$ cat config.mk
export PLATFORM = sky130hd
export DESIGN_NAME = inst_byte_streamer
export DESIGN_NICKNAME = d
export VERILOG_FILES = /design/src/rtl/inst_byte_streamer.sv
export SDC_FILE = /design/constraint.sdc
export NUM_CORES = 1
export LEC_CHECK = 0
export CAP_MARGIN = 20
export CORE_ASPECT_RATIO = 0.8
export CORE_UTILIZATION = 25
export DETAILED_ROUTE_END_ITERATION = 6
export PLACE_DENSITY = 0.53
export SLEW_MARGIN = 20
export SYNTH_ARGS = -nofsm -noshare
export SYNTH_HDL_FRONTEND = slang
export SYNTH_SLANG_ARGS = --single-unit
export TNS_END_PERCENT = 1
$ cat constraint.sdc
create_clock -name clk -period 3.8 [get_ports clk]
set_input_delay 0.57 -clock clk [delete_from_list [all_inputs] [get_ports clk]]
set_output_delay 0.57 -clock clk [all_outputs]
set_load 0.005 [all_outputs]
$ cat src/rtl/inst_byte_streamer.sv
// -----------------------------------------------------------------------------
// inst_byte_streamer
//
// Feeds the byte-serial fetch/decode stage with instruction bytes. Words are
// read from instruction memory with a fixed load latency, held in a small
// word FIFO, and handed out one byte per cycle on inst/pc. The decoder can
// hold the stream with stall and restart it at a new byte address with flush.
//
// Ports:
//   clk        - sole clock
//   rstn       - asynchronous active-low reset (acts as a flush to RESET_PC)
//   mem_req    - a word read is issued this cycle
//   mem_addr   - word-aligned byte address of the read
//   mem_rdata  - read data, valid LOAD_LATENCY cycles after the request
//   inst       - current instruction byte (8'h00 when byte_valid=0)
//   pc         - byte address of inst
//   byte_valid - inst/pc are meaningful
//   stall      - consumer holds the current byte
//   flush      - discard everything and restart at flush_pc
//   flush_pc   - redirect byte address, sampled when flush=1
// -----------------------------------------------------------------------------
module inst_byte_streamer #(
    parameter int          LOAD_LATENCY = 1,
    parameter int          FIFO_DEPTH   = 4,
    parameter logic [31:0] RESET_PC     = 32'h0
) (
    input  logic        clk,
    input  logic        rstn,
    output logic        mem_req,
    output logic [31:0] mem_addr,
    input  logic [31:0] mem_rdata,
    output logic [7:0]  inst,
    output logic [31:0] pc,
    output logic        byte_valid,
    input  logic        stall,
    input  logic        flush,
    input  logic [31:0] flush_pc
);

    localparam int          AW          = $clog2(FIFO_DEPTH);
    localparam int          CW          = $clog2(FIFO_DEPTH + 1);
    localparam logic [31:0] RESET_FETCH = {RESET_PC[31:2], 2'b00};

    // Number of reads still travelling through the memory pipeline.
    function automatic logic [31:0] popcount(input logic [LOAD_LATENCY-1:0] v);
        logic [31:0] n;
        n = '0;
        for (int i = 0; i < LOAD_LATENCY; i++) begin
            n = n + 32'(v[i]);
        end
        return n;
    endfunction

    logic                    run_q, run_d;
    logic [31:0]             fetch_addr_q, fetch_addr_d;
    logic [31:0]             pc_q, pc_d;
    logic [1:0]              off_q, off_d;
    logic [AW-1:0]           wr_ptr_q, wr_ptr_d;
    logic [AW-1:0]           rd_ptr_q, rd_ptr_d;
    logic [CW-1:0]           count_q, count_d;
    logic [LOAD_LATENCY-1:0] vld_pipe_q, vld_pipe_d;
    logic [31:0]             fifo_q [FIFO_DEPTH];

    logic        consume;
    logic        push;
    logic        pop;
    logic [31:0] occupancy;
    logic [31:0] head_word;

    // run_q holds requests off until the first edge after reset release, so
    // mem_req stays low throughout reset even though the FIFO is empty.
    assign occupancy  = 32'(count_q) + popcount(vld_pipe_q);
    assign mem_req    = run_q && (occupancy < 32'(FIFO_DEPTH));
    assign mem_addr   = fetch_addr_q;
    assign byte_valid = (count_q != '0);
    assign pc         = pc_q;
    assign head_word  = fifo_q[rd_ptr_q];
    assign inst       = byte_valid ? head_word[{off_q, 3'b000} +: 8] : 8'h00;

    assign consume = byte_valid && !stall && !flush;
    assign pop     = consume && (off_q == 2'd3);
    // Data landing on a flush edge belongs to the old stream and is dropped.
    assign push    = vld_pipe_q[LOAD_LATENCY-1] && !flush;

    always_comb begin
        run_d        = 1'b1;
        fetch_addr_d = fetch_addr_q;
        pc_d         = pc_q;
        off_d        = off_q;
        wr_ptr_d     = wr_ptr_q;
        rd_ptr_d     = rd_ptr_q;
        count_d      = count_q;
        vld_pipe_d   = vld_pipe_q;

        if (flush) begin
            // The request issued in this cycle is not shifted in, so its
            // data is ignored when memory returns it.
            fetch_addr_d = {flush_pc[31:2], 2'b00};
            pc_d         = flush_pc;
            off_d        = flush_pc[1:0];
            wr_ptr_d     = '0;
            rd_ptr_d     = '0;
            count_d      = '0;
            vld_pipe_d   = '0;
        end else begin
            if (mem_req) begin
                fetch_addr_d = fetch_addr_q + 32'd4;
            end
            vld_pipe_d[0] = mem_req;
            for (int i = 1; i < LOAD_LATENCY; i++) begin
                vld_pipe_d[i] = vld_pipe_q[i-1];
            end
            if (push) begin
                wr_ptr_d = wr_ptr_q + AW'(1);
            end
            if (consume) begin
                pc_d  = pc_q + 32'd1;
                off_d = off_q + 2'd1;
            end
            if (pop) begin
                rd_ptr_d = rd_ptr_q + AW'(1);
            end
            count_d = count_q + CW'(push) - CW'(pop);
        end
    end

    // ---- control registers ----
    always_ff @(posedge clk or negedge rstn) begin
        if (!rstn) begin
            run_q        <= 1'b0;
            fetch_addr_q <= RESET_FETCH;
            pc_q         <= RESET_PC;
            off_q        <= RESET_PC[1:0];
            wr_ptr_q     <= '0;
            rd_ptr_q     <= '0;
            count_q      <= '0;
            vld_pipe_q   <= '0;
        end else begin
            run_q        <= run_d;
            fetch_addr_q <= fetch_addr_d;
            pc_q         <= pc_d;
            off_q        <= off_d;
            wr_ptr_q     <= wr_ptr_d;
            rd_ptr_q     <= rd_ptr_d;
            count_q      <= count_d;
            vld_pipe_q   <= vld_pipe_d;
        end
    end

    // ---- word storage (data only, never reset) ----
    always_ff @(posedge clk) begin
        if (push) begin
            fifo_q[wr_ptr_q] <= mem_rdata;
        end
    end

endmodule

; Word level (Yosys, flattened, before mapping)
; Memories as Yosys holds them, arrays and structs flattened.
; Index checks and enable logic that the tools add are counted.
[op_classes]
n_addsub = 8
mul = 0
div = 0
order_cmp = 1
eq_ne = 1
shifts = 1
muxes = 15
bitwise = 0
n_reduce_logical = 12
[ops]
columns = cell, n
row1 = 32-bit 2-to-1 mux, 4
row2 = "32-bit by 1-bit adder with 32-bit output, second input constant", 1
row3 = "32-bit by 3-bit adder with 32-bit output, second input constant", 1
row4 = 32-bit by 6-bit variable part select with 8-bit output, 1
row5 = 2-bit 2-to-1 mux, 6
row6 = 8-bit 2-to-1 mux, 1
row7 = 2-bit nonzero test, 4
row8 = "2-bit by 1-bit adder with 2-bit output, second input constant", 3
row9 = 1-bit logical AND, 5
row10 = 3-bit by 1-bit adder with 4-bit output, 1
row11 = "4-bit by 3-bit less-than comparator with 1-bit output, second input constant", 1
row12 = 3-bit by 1-bit adder with 3-bit output, 1
row13 = 1-bit 2-to-1 mux, 3
row14 = 3-bit 2-to-1 mux, 1
row15 = 3-bit nonzero test, 1
row16 = 3-bit by 1-bit subtractor with 3-bit output, 1
row17 = "2-bit equality test, second input constant", 1
row18 = 1-bit logical NOT, 2
[totals]
regBits = 75
latch_bits = 0
ramBits = 128
mem_bits_ro = 0
input_bits = 68
out_inout_bits = 74
word_cells = 47
mem_count = 1
[memory_table]
columns = memory, words, word_bits, rd, rd_ports_with_merged_regs, write_ports, line
row1 = fifo_q, 4, 32, 1, 0, 1, 62  ; logic [31:0] fifo_q [FIFO_DEPTH];

; Depth between registers and ports, before layout
; Gate-level depths: netlist of run 1.
[logic_depth]
ltp_word = 6
mapped_depth = 11
ltp_nobuf = 11

; Least setup slack after synthesis of run 1
; Ideal clock, no wire load.
[synth_path]
kind = register -> output
startpoint = reg rd_ptr_q[0]
endpoint = out inst[0]
t_arrival_ps = 2079
t_required_ps = 3230
path_slack_ps = 1151
stages_incl_launch_ff = 6
n_path_buf = 2
path_cell_list = dfrtp_1 -> clkbuf_1 -> buf_2 -> mux4_2 -> mux4_2 -> and2_1
[synth_via]
elab_chain_len = 3
[synth_rtl]
columns = element, line
row1 = from (decl), 59  ; logic [AW-1:0] rd_ptr_q, rd_ptr_d;
row2 = from (signal assigned), 144  ; rd_ptr_q <= rd_ptr_d;
row3 = memory 4 x 32 bit, -
row4 = 32-bit by 6-bit variable part select with 8-bit output, 78  ; assign inst = byte_valid ? head_word[{off_q, 3'b000} +: 8] : 8'h00;
row5 = 8-bit 2-to-1 mux, 78
row6 = to (decl), 32  ; output logic [7:0] inst,
; Every way passes these cells.

; Final worst setup path of run 1
[layout_path]
startpoint = reg rd_ptr_q[0]
endpoint = out inst[2]
; The elaborated chain is that of the path after synthesis.

==> impl_metrics.tcl, run 1 <==
set metrics [dict create \
    io_buffer_count 139 \
    synthCells 597 \
    drive_above_1_share_pct 18.8 \
    worst_pin_slew_ns 1.03 \
    viasPerCell 4.50 \
    cts.repair.resized 0 \
    crit_path_start_kind "flip-flop" \
    clockBufferDepth 3 \
    dpl.hpwl_mm 15.8 \
    drtPass1Iterations 4 \
    path_class "flip-flop to output pin" \
    worst_setup_path_end_kind "output pin" \
    synth_cell_types 50 \
    arrival_ns 2.95 \
    cts_setup_buffers 0 \
    die_h_um 173 \
    grt_overflow_total 0 \
    syn-cell-area_um2 9090 \
    fillers 3524 \
    ys.flop_type "edfxtp_1" \
    synth_top_area_share_pct 42.3 \
    yosysWarnings 0 \
    drtIter0Drc 371 \
    track_usage_pct 12.7 \
    start_util_pct 25.4 \
    ioPinCount 142 \
    syn2layout_area_growth_pct 31.7 \
    drv_cap 0 \
    async_reset_ff_share_pct 36.3 \
    rsz0062_at_grt "no" \
    core_area_um2 35800 \
    worstReg2RegEnd "count_q[2]$_DFF_PN0_" \
    drtAntennaViolNets 0 \
    h-tree-depth 1 \
    gp_congestion 0.751 \
    root_buffer "clkbuf_16" \
    rrSetupSlack_ns 1.05 \
    wirelength_mm 23.3 \
    setup_tns_ns 0 \
    hold_viol 0 \
    skew_ns 0.0329 \
    synthesis.area_per_instance_um2 15.2 \
    grt_pass1_wl_mm 36.6 \
    grt_max_degree 74 \
    ys_seq_area_share_pct 62.4 \
    dieArea_um2 37100 \
    synth-edff-count 128 \
    yosysMostFrequentCell "edfxtp_1" \
    cts_made_buffers 24 \
    cts_tree "built" \
    status "finished, final reports clean" \
    remaining_drc_errors 0 \
    die_w_um 215 \
    nets 831 \
    min_period_ns 3.52 \
    netlist_top_cells_count "edfxtp_1, dfrtp_1, mux4_2, mux2_2, xnor2_1" \
    synth_area_leaders "edfxtp_1, dfrtp_1, mux4_2" \
    p_per_area_nw_per_um2 483 \
    crit_fanout 22 \
    yosysTopAreaCell "edfxtp_1" \
    routedWlPerCell_um 18.7 \
    pre_cts_ws_ns 0.782 \
    clock_latency_ns 0.54 \
    antenna_found_initial 2 \
    drv_slew 0 \
    clkSlewWorstSetupHoldPaths_ns 0.06 \
    vias 5616 \
    cts_hold_buf 0 \
    clkSinkCount 201 \
    grt_pass1_vias 5895 \
    worstHoldPathType "primary input to asynchronous set/reset pin" \
    r2r_cells 12 \
    num_rows 62 \
    finalCritPeriodShare_pct 92.7 \
    vdd_drop_max_uv 239 \
    synth-seq-cells 201 \
    max-slew-margin-rel_pct 29.1 \
    cp.required_ns 3.23 \
    fmax_mhz 284 \
    fin_ws_ns 0.277 \
    r2r-start "count_q[1]$_DFF_PN0_" \
    setup_viol 0 \
    leakage_nw 4.09 \
]
==> routing by layer <==
layer,vias up,wire length [µm],track usage [%]
li1,2599,-,-
met1,2885,11100,18.0
met2,100,10700,19.6
met3,32,976,2.45
met4,0,507,3.99
met5,-,0,0
==> area by class of cell <==
class | instances | area (µm²) | area share, %
Clock buffer | 27 | 622 | 5.20
Multi-Input combinational cell | 352 | 3240 | 27.1
Sequential cell | 201 | 5670 | 47.4
Inverter | 16 | 60.1 | 0.502
Antenna cell | 2 | 5.00 | 0.0418
Tap cell | 480 | 601 | 5.02
Timing Repair Buffer | 157 | 1540 | 12.9
Clock inverter | 13 | 224 | 1.87
==> through the flow <==
stage | utilization (%) | power [W] | area, µm² | hold slack (ns) | cells
final | 33.4 | 0.00579 | 12000 | 0.0732 | 1248
after global routing | 33.4 | 0.00603 | 12000 | 0.130 | 1247
after CTS | 33.4 | 0.00588 | 12000 | 0.218 | 1246
after detailed placement | 31.0 | 0.00339 | 11100 | 0.585 | 1206
after global placement | 31.0 | 0.00339 | 11100 | 0.567 | 1206
after floorplan | - | 0.00295 | 9090 | 0.274 | 598
==> sequential cells by signal, summed over array words and instances (netlist names) <==
register    count
run_q           1
fifo_q        128
vld_pipe_q      1
rd_ptr_q        2
pc             32
mem_addr       30
wr_ptr_q        2
off_q           2
count_q         3
==> worst max-delay path, stage by stage, from the launching register on <==
cell,delay [ns]
dfrtp_2,0.35
buf_4,0.38
mux4_2,0.56
mux4_2,0.47
and2_1,0.19
clkdlybuf4s50_1,0.45
==> worst max-delay path by stage <==
stage / start / endpoint / slack (ns)
after floorplan: rd_ptr_q[0]$_DFFE_PN0P_ / inst[0] / 1.15
after global placement: rd_ptr_q[0]$_DFFE_PN0P_ / inst[2] / 0.81
after detailed placement: rd_ptr_q[0]$_DFFE_PN0P_ / inst[2] / 0.78
after CTS: rd_ptr_q[0]$_DFFE_PN0P_ / inst[2] / 0.18
after global routing: rd_ptr_q[0]$_DFFE_PN0P_ / inst[2] / 0.11
final: rd_ptr_q[0]$_DFFE_PN0P_ / inst[2] / 0.28
==> cells in the final DEF, fill, tap and decap left out, types with 4 or more instances in the layout <==
master / count
inv_1: 14
and3_1: 4
mux2_2: 37
xnor2_1: 33
nor3_1: 9
nand2_1: 20
and4_1: 4
clkdlybuf4s50_1: 138
mux2i_1: 6
nand2b_1: 7
nor4_1: 11
clkbuf_16: 24
nand3_1: 23
xor2_1: 24
buf_4: 17
nand4_1: 24
nor2_1: 21
a21oi_1: 6
bufinv_16: 5
a31oi_1: 5
mux4_2: 40
a21boi_0: 11
or4_1: 7
nor2b_1: 4
ha_1: 10
and2_1: 15
dfrtp_1: 72
edfxtp_1: 128
==> logic make-up (layout without fill, tap and decap cells) <==
logic type | after synthesis | in the layout | share of synthesized area, %
other | 2 | 5 | 0.0826
AND/OR/NAND/NOR | 165 | 165 | 10.7
buffers and inverters | 45 | 213 | 2.01
AO/OA/AOI/OAI | 33 | 33 | 2.53
adder cells (fa/ha/maj) | 11 | 11 | 1.60
XOR/XNOR | 57 | 57 | 5.49
multiplexers | 83 | 83 | 15.2
flip-flops | 201 | 201 | 62.4
==> where the power goes <==
part           internal, W  switching, W  total [W]  leakage, nW
Combinational     0.000435      0.000323   0.000758         1.67
Clock              0.00152      0.000926    0.00245        0.409
Sequential         0.00244      0.000142    0.00258         2.01
Power figures use the tool's default switching activity.
==> inputs of run 2 (changes only) <==
SLEW_MARGIN = unset   (was 20)
==> run 2 against run 1 <==
Net effect:
- clock power barely moved
- largest cell class unchanged
- final cell count increased by 0.16%
- first-iteration DRC count is 8.1% higher
- sequential power barely moved
==> impl_metrics.tcl, run 2 (synthesis results as in run 1) <==
set metrics [dict create \
    grt_overflow_total 0 \
    cp.required_ns 3.23 \
    hold_viol 0 \
    die_h_um 173 \
    gp_congestion 0.751 \
    clock_latency_ns 0.54 \
    drv_slew 0 \
    syn2layout_area_growth_pct 32.1 \
    worst_setup_path_end_kind "output pin" \
    crit_fanout 22 \
    die_w_um 215 \
    top_register "fifo_q" \
    cts.repair.resized 0 \
    setup_viol 0 \
    fillers 3520 \
    worst-path-stages 5 \
    wirelength_mm 23.3 \
    final_cell_mix "clkdlybuf4s50_1, edfxtp_1, dfrtp_1" \
    fmax_mhz 284 \
    worstReg2RegEnd "count_q[2]$_DFF_PN0_" \
    drtIter0Drc 401 \
    grt_max_degree 74 \
    critPathTopFamily "multiplexers" \
    skew_ns 0.0328 \
    cts_tree "built" \
    arrival_ns 2.95 \
    grt_pass1_vias 5895 \
    dpl.hpwl_mm 15.8 \
    critPathSlowestCell "mux4_2" \
    r2r-start "count_q[1]$_DFF_PN0_" \
    leakage_nw 4.10 \
    clkSlewWorstSetupHoldPaths_ns 0.06 \
    path_class "flip-flop to output pin" \
    crit_path_end "inst[2]" \
    rrSetupSlack_ns 1.06 \
    drtAntennaViolNets 0 \
    fin_area_um2 12000 \
    placed_cell_area_um2 11100 \
    drtPass1Iterations 5 \
    path_buf_inv 2 \
    crit_start "rd_ptr_q[0]$_DFFE_PN0P_" \
    vias 5628 \
    status "finished, final reports clean" \
    remaining_drc_errors 0 \
    grt_pass1_wl_mm 36.6 \
    largest_reg_flops 128 \
    drive_above_1_share_pct 18.9 \
    viasPerCell 4.50 \
    track_usage_pct 12.7 \
    root_buffer "clkbuf_16" \
    finalCritPeriodShare_pct 92.7 \
    dieArea_um2 37100 \
    crit_path_start_kind "flip-flop" \
    num_rows 62 \
    rsz0062_at_grt "no" \
    p_per_area_nw_per_um2 483 \
    cts_made_buffers 24 \
    antenna_found_initial 2 \
    worstHoldPathType "primary input to asynchronous set/reset pin" \
    mostFrequentLayoutCell "clkdlybuf4s50_1" \
    vdd_drop_max_uv 239 \
    clkSinkCount 201 \
    max_stage_delay_ns 0.56 \
    io_buffer_count 139 \
    ioPinCount 142 \
    h-tree-depth 1 \
    core_area_um2 35800 \
    worst_pin_slew_ns 1.03 \
    nets 833 \
    max-slew-margin-rel_pct 29.3 \
    cp_cell_sequence "buf_4 > mux4_2 > mux4_2 > and2_1 > clkdlybuf4s50_1" \
    start_util_pct 25.4 \
    setup_tns_ns 0 \
    routedWlPerCell_um 18.7 \
    drv_cap 0 \
    r2r_cells 12 \
    min_period_ns 3.52 \
    clockBufferDepth 3 \
    crit_top_cell "mux4_2" \
]
==> run 2: cell count changes in the layout (fill, tap and decap cells not counted), sizes merged <==
| cell | change |
|---|---|
| dlygate4sd3 | +1 |
| buf | +1 |
==> run 2: layer usage <==
layer / wire [µm] / global-route usage [%]
met5: 0 / 0
met1: 11100 / 18.0
met2: 10700 / 19.6
met4: 508 / 3.99
met3: 1030 / 2.45
==> run 2: area by class of cell <==
class / count / area [µm²] / area share [%]
Inverter: 16 / 60.1 / 0.500
Timing Repair Buffer: 159 / 1570 / 13.1
Tap cell: 480 / 601 / 5.00
Clock inverter: 13 / 224 / 1.87
Sequential cell: 201 / 5670 / 47.3
Multi-Input combinational cell: 352 / 3240 / 27.0
Clock buffer: 27 / 622 / 5.18
Antenna cell: 2 / 5.00 / 0.0417
==> run 2: worst min path at each step <==
stage | startpoint | endpoint | slack, ns | cells past startpoint
after floorplan | rstn | count_q[0]$_DFF_PN0_ | 0.27 | 0
after global routing | rstn | pc[28]$_DFFE_PN0P_ | 0.44 | 2
after detailed placement | pc[28]$_DFFE_PN0P_ | pc[28]$_DFFE_PN0P_ | 0.58 | 2
after CTS | rstn | mem_addr[30]$_DFFE_PN0N_ | 0.22 | 1
final | rstn | pc[27]$_DFFE_PN0P_ | 0.44 | 2
after global placement | pc[31]$_DFFE_PN0P_ | pc[31]$_DFFE_PN0P_ | 0.57 | 2
==> run 2: timing repair <==
action	in CTS	in global routing
endpoints found under the setup margin	0	0
endpoints found under the hold margin	0	10
setup buffers	0	0
hold buffers	0	1
==> run 2: power breakdown <==
group	switching [W]	internal [W]	total, W
Clock	0.000930	0.00152	0.00245
Sequential	0.000142	0.00244	0.00258
Combinational	0.000323	0.000438	0.000762
==> run 2: per-stage QoR <==
step	setup WS (ns)	std cells	util [%]	total power, W	hold slack, ns
global route	0.113	1249	33.5	0.00603	0.440
global placement	0.806	1206	31.0	0.00339	0.567
finish	0.278	1250	33.5	0.00579	0.439
floorplan	1.15	598	-	0.00295	0.274
CTS	0.181	1246	33.4	0.00588	0.218
detailed placement	0.782	1206	31.0	0.00339	0.585
==> inputs of run 3 (changes only) <==
SKIP_LAST_GASP = 1   (was unset)
==> results of run 3 <==
No change in the layout: final DEF, timing and power equal those of run 2.
